--- src/rtl/count_ctrl_pkg.sv ---
// Shared calculator definitions: state encodings and default widths/limits
// used by the iteration controller and its companion up/down counter.
package count_ctrl_pkg;

  localparam int CC_DW_DEF = 4;

  localparam logic [2:0] S_IDLE = 3'd0;
  localparam logic [2:0] S_LOAD = 3'd1;
  localparam logic [2:0] S_RUN  = 3'd2;
  localparam logic [2:0] S_DONE = 3'd3;
  localparam logic [2:0] S_ERR  = 3'd4;

  // Largest representable count for a given width.
  function automatic int cc_limit_def(input int w);
    return (1 << w) - 1;
  endfunction

endpackage

--- src/rtl/count_ctrl.sv ---
// Iteration controller: loads N into an external down counter, strobes STEP
// once per iteration until the counter reaches 1, and flags bad N or counter faults.
module count_ctrl
  import count_ctrl_pkg::*;
#(
  parameter int Data_width = CC_DW_DEF,
  parameter int LIMIT      = cc_limit_def(Data_width)
) (
  input  logic                  CLK,
  input  logic                  RST,
  input  logic                  GO,
  input  logic [Data_width-1:0] N,
  input  logic [Data_width-1:0] Q,
  output logic                  LD,
  output logic                  UD,
  output logic                  CE,
  output logic [Data_width-1:0] D,
  output logic                  STEP,
  output logic                  BUSY,
  output logic                  DONE,
  output logic                  ERR
);

  localparam logic [Data_width-1:0] Q_ONE = Data_width'(1);

  logic [2:0]            state_q, state_d;
  logic [Data_width-1:0] nreg_q, nreg_d;
  logic                  n_ok, q_last, q_fault;

  assign n_ok    = (N != '0) && (int'(N) <= LIMIT);
  assign q_last  = (Q == Q_ONE);
  // A counter at 0 or above the loaded count can never reach 1 by counting down.
  assign q_fault = (Q == '0) || (Q > nreg_q);

  always_comb begin
    state_d = state_q;
    nreg_d  = nreg_q;
    case (state_q)
      S_IDLE: begin
        if (GO) begin
          if (n_ok) begin
            nreg_d  = N;
            state_d = S_LOAD;
          end else begin
            state_d = S_ERR;
          end
        end
      end
      S_LOAD: state_d = S_RUN;
      S_RUN: begin
        if (q_fault)     state_d = S_ERR;
        else if (q_last) state_d = S_DONE;
      end
      S_DONE, S_ERR: begin
        if (!GO) state_d = S_IDLE;
      end
      default: state_d = S_IDLE;
    endcase
  end

  always_ff @(posedge CLK or posedge RST) begin
    if (RST) begin
      state_q <= S_IDLE;
      nreg_q  <= '0;
    end else begin
      state_q <= state_d;
      nreg_q  <= nreg_d;
    end
  end

  assign LD   = (state_q == S_LOAD);
  assign UD   = 1'b0;
  assign CE   = (state_q == S_LOAD) || ((state_q == S_RUN) && !q_last && !q_fault);
  assign D    = nreg_q;
  assign STEP = (state_q == S_RUN);
  assign BUSY = (state_q == S_LOAD) || (state_q == S_RUN);
  assign DONE = (state_q == S_DONE);
  assign ERR  = (state_q == S_ERR);

endmodule

--- config.mk ---
export PLATFORM = sky130hd
export DESIGN_NAME = count_ctrl
export DESIGN_NICKNAME = d
export VERILOG_FILES = /design/src/rtl/count_ctrl_pkg.sv /design/src/rtl/count_ctrl.sv
export SDC_FILE = /design/constraint.sdc
export NUM_CORES = 1
export LEC_CHECK = 0
export ABC_CLOCK_PERIOD_IN_PS = 1500
export BUFFER_PORTS_ARGS = -buffer_cell sky130_fd_sc_hd__buf_2
export CORE_MARGIN = 4
export CORE_UTILIZATION = 40
export CTS_CLUSTER_SIZE = 28
export DETAILED_ROUTE_END_ITERATION = 16
export PLACE_DENSITY = 0.79
export SLEW_MARGIN = 20
export SYNTH_ARGS = -nofsm -noshare
export SYNTH_HDL_FRONTEND = slang
export SYNTH_SLANG_ARGS = --single-unit
--- constraint.sdc ---
create_clock -name CLK -period 1.5 [get_ports CLK]
set_input_delay 0.3 -clock CLK [delete_from_list [all_inputs] [get_ports CLK]]
set_output_delay 0.3 -clock CLK [all_outputs]
set_load 0.1 [all_outputs]
==> results.py, run 1 <==
metrics = {
    "place": {
        "gp_congestion": 0.809,
        "dp_cells": 106,
        "io_buffers": 20,
        "dpl.hpwl_mm": 1.59,
    },
    "floorplanning": {
        "initial_utilization_pct": 44.6,
        "rows": 12,
        "die_w_um": 44.1,
        "dieHeight_um": 44.1,
        "ioPinCount": 22,
    },
    "global_route": {
        "antenna_found_initial": 0,
        "grt_max_degree": 8,
    },
    "yosys": {
        "synth_cell_types": 28,
        "synth_seq_area_share_pct": 33.6,
        "ys.warnings.count": 0,
        "synthesis.area_um2": 522,
        "synth.most_common_cell": "dfrtp_1",
        "yosysTopAreaCellShare_pct": 33.6,
        "yosys_most_used_dff": "dfrtp_1",
        "ys_ff_latch": 7,
        "ys_top_cells_by_count": "7 x dfrtp_1, 6 x inv_1, 5 x nand2_1",
        "ys_top_cells_by_area": "dfrtp_1 34%, mux2_4 12%, ha_1 9.6%, inv_1 4.3%, nand2_1 3.6%",
        "synth_edf_count": 0,
        "syn_area_per_cell_um2": 9.66,
        "synth_top_area_cell": "dfrtp_1",
        "async_flop_share_pct": 100,
        "synth_fp_nets": 69,
        "synth_cells": 54,
    },
    "status": {
        "firstError": "[ERROR DPL-0033] detailed placement checks failed during check placement.",
        "lastStage": "5_1_grt",
        "run_status": "stopped before the end",
    },
    "clock_tree": {
        "cts.sinks": 7,
        "cts-root-buf": "clkbuf_4",
        "cts_buffers": 3,
        "htreeDepth": 1,
        "clk_path_buf_depth": 2,
    },
    "timing": {
        "worst_endpoint": "CE",
        "endpoint_type": "output port",
    },
}
[cell families after synthesis]
| kind of cell | synth area share [%] |
|---|---|
| AO/OA/AOI/OAI | 14.2 |
| adder cells (fa/ha/maj) | 9.59 |
| buffers and inverters | 7.43 |
| flip-flops | 33.6 |
| multiplexers | 11.5 |
| other | 0.719 |
| AND/OR/NAND/NOR | 23.0 |
[stage by stage]
step / hold WS, ps / setup slack (ps) / setup TNS (ps) / cell area [um2]
floorplan: 103 / -1060 / -1420 / 607
detailed placement: 239 / -557 / -1150 / 995
CTS: 304 / -649 / -1600 / 1120
global placement: 232 / -426 / -671 / 995
[timing repair]
item                                    in CTS
hold buffers                                 1
endpoints found under the setup margin       9
pin swaps                                    8
hold endpoints to repair                     7
gates resized for setup                     15
setup buffers                                6
==> inputs of run 2 (changes only) <==
ABC_CLOCK_PERIOD_IN_PS = 2000   (was 1500)
CORE_AREA = 4 4 65 67   (was not set)
CORE_MARGIN = not set   (was 4)
CORE_UTILIZATION = not set   (was 40)
CTS_CLUSTER_SIZE = not set   (was 28)
DIE_AREA = 0 0 69 71   (was not set)
PLACE_DENSITY = not set   (was 0.79)
PLACE_DENSITY_LB_ADDON = 0.15   (was not set)
clock period = 2 ns   (was 1.5 ns; I/O delays follow)
==> run 2 against run 1 <==
Compared with the run above:
- the flow now finishes, with violations (negative setup slack)
- synthesized cell count did not move
- synthesized area did not move
==> results.py, run 2 <==
metrics = {
    "clock_tree": {
        "cts.sinks": 7,
        "cts_tree": "done",
        "path_clk_slew_ps": 40,
        "clk_latency_ps": 220,
        "ctsHoldBuffers": 0,
        "htreeDepth": 1,
        "cts-root-buf": "clkbuf_8",
        "clk_path_buf_depth": 2,
        "cts_buffers": 3,
    },
    "timing": {
        "finalHoldViolations": 0,
        "rsz0062_at_grt": "true",
        "slew_violations": 0,
        "max_freq_mhz": 447,
        "tns_ps": -238,
        "fin_skew_ps": 2.46,
        "holdWs_ps": 101,
        "fin_crit_sh_pct": 112,
        "final-setup-viol-count": 1,
        "fin_ws_ps": -238,
        "fin_crit_ps": 2240,
    },
    "yosys": {
        "synth_fp_nets": 69,
        "synthesis.area_um2": 522,
        "synth_cell_types": 28,
        "synth_seq_area_share_pct": 33.6,
        "synth_edf_count": 0,
        "ys.warnings.count": 0,
        "synth.most_common_cell": "dfrtp_1",
        "syn_area_per_cell_um2": 9.66,
        "yosysTopAreaCellShare_pct": 33.6,
        "synth_cells": 54,
        "async_flop_share_pct": 100,
        "ys_top_cells_by_count": "7 x dfrtp_1, 6 x inv_1, 5 x nand2_1",
        "ys_ff_latch": 7,
        "synth_top_area_cell": "dfrtp_1",
        "yosys_most_used_dff": "dfrtp_1",
        "ys_top_cells_by_area": "dfrtp_1 34%, mux2_4 12%, ha_1 9.6%, inv_1 4.3%, nand2_1 3.6%",
    },
    "place": {
        "dp_cells": 128,
        "detailed_place.area_um2": 828,
        "io_buffers": 20,
        "dpl.hpwl_mm": 1.24,
        "gp_congestion": 0.691,
    },
    "drt": {
        "highest_layer": "met4",
        "drtIter0Drc": 6,
        "wl_met2_um": 698,
        "ant_nets": 0,
        "wl_per_cell_um": 10.4,
        "met1_length_um": 579,
        "drt_wl_total_mm": 1.38,
        "vias_per_cell": 3.70,
        "vias": 492,
        "drcViolationCount": 0,
        "drtPass1Iterations": 2,
        "route.met3.wl_um": 78,
    },
    "min_path": {
        "hp-class": "in2async",
    },
    "finish": {
        "diodes": 0,
        "instances_no_fill": 133,
        "nNetsFinal": 101,
        "n_fill_cell": 415,
        "drive_gt1_share_pct": 62.4,
        "largest_register_ffs": 4,
        "layout_commonest_cell": "buf_2",
        "area_growth_pct": 73.6,
        "layout_common_cells": "16 x buf_2, 8 x buf_4, 5 x inv_1",
        "stdcell_area_um2": 906,
    },
    "global_route": {
        "grt_pass1_vias": 535,
        "grt_max_degree": 8,
        "antenna_found_initial": 0,
        "grt_pass1_wl_mm": 2.44,
        "grt.total_usage_pct": 6.35,
        "grt_overflow": 0,
    },
    "critical_path": {
        "start_kind": "register",
        "critPathRequiredTime_ps": 1600,
        "crit_path_max_fanout": 3,
        "r2r-start": "D[1]",
        "reg2reg_depth": 8,
        "r2r_end": "state_q[1]",
        "critical_path_class": "reg2out",
        "r2r_slack_ps": 270,
        "crit_path_end_kind": "output port",
        "crit_arrival_ps": 1840,
    },
    "floorplanning": {
        "initial_utilization_pct": 14.4,
        "core_area_um2": 3630,
        "die_area_um2": 4900,
        "dieHeight_um": 71,
        "ioPinCount": 22,
        "die_w_um": 69,
        "rows": 22,
    },
    "run": {
        "drv_cap": 0,
    },
    "status": {
        "violations": "negative setup slack",
        "run_status": "complete, but fails checks",
    },
}
[run 2: cell counts after synthesis]
No cell type changed its count.
[run 2: metrics by stage]
stage	util (%)	setup slack (ps)
after floorplan	-	-660
after global placement	22.8	-96.7
after detailed placement	22.8	-99.8
after CTS	24.2	-268
after global routing	24.9	-325
final	24.9	-238
[run 2: worst max path at each step]
stage | endpoint | from | slack, ps | cells past startpoint
final | CE | D[1] | -240 | 7
after global routing | CE | D[1] | -320 | 7
after CTS | CE | D[1] | -270 | 7
after global placement | CE | Q[1] | -100 | 7
after floorplan | CE | D[1] | -660 | 6
after detailed placement | CE | Q[1] | -100 | 7
[run 2: worst max-delay path, cell delays in order, from the launching register on]
cell	delay, ps
dfrtp_4	480
inv_4	60
ha_4	190
nor2b_1	130
o2111ai_2	170
nand2_2	100
o31ai_4	280
buf_12	210
[run 2: metal layers]
metal	track usage, %	vias to the layer above
met2	10.3	10
met5	0	-
met1	7.12	232
met4	3.90	0
met3	2.27	2
li1	-	248
[run 2: repair_timing]
item / in CTS / in global routing
gates cloned: 0 / 0
setup endpoints to repair: 1 / 1
pin swaps: 3 / 2
setup buffers: 1 / 0
resized for setup: 0 / 4
[run 2: final cells by class]
type | instances | area (um2) | area share [%]
timing repair buffer | 28 | 220 | 24.3
tap | 48 | 60.1 | 6.63
multi-input combinational | 38 | 362 | 39.9
sequential | 7 | 185 | 20.4
clock buffer | 4 | 45.0 | 4.97
inverter | 8 | 33.8 | 3.73
[run 2: logic make-up (layout without fill, tap and decap cells)]
| logic type | after synthesis | count (layout) | synth area share (%) |
|---|---|---|---|
| other | 1 | 1 | 0.719 |
| muxes | 4 | 4 | 11.5 |
| buffers and inverters | 9 | 40 | 7.43 |
| AOI/OAI and AO/OA | 9 | 9 | 14.2 |
| adders and majority gates | 4 | 4 | 9.59 |
| DFF | 7 | 7 | 33.6 |
| and+or+nand+nor | 20 | 20 | 23.0 |
Power of run 2 is left out: the tool's default activity adds up to more than one toggle a clock period on the data nets, which glitch-free logic cannot reach.
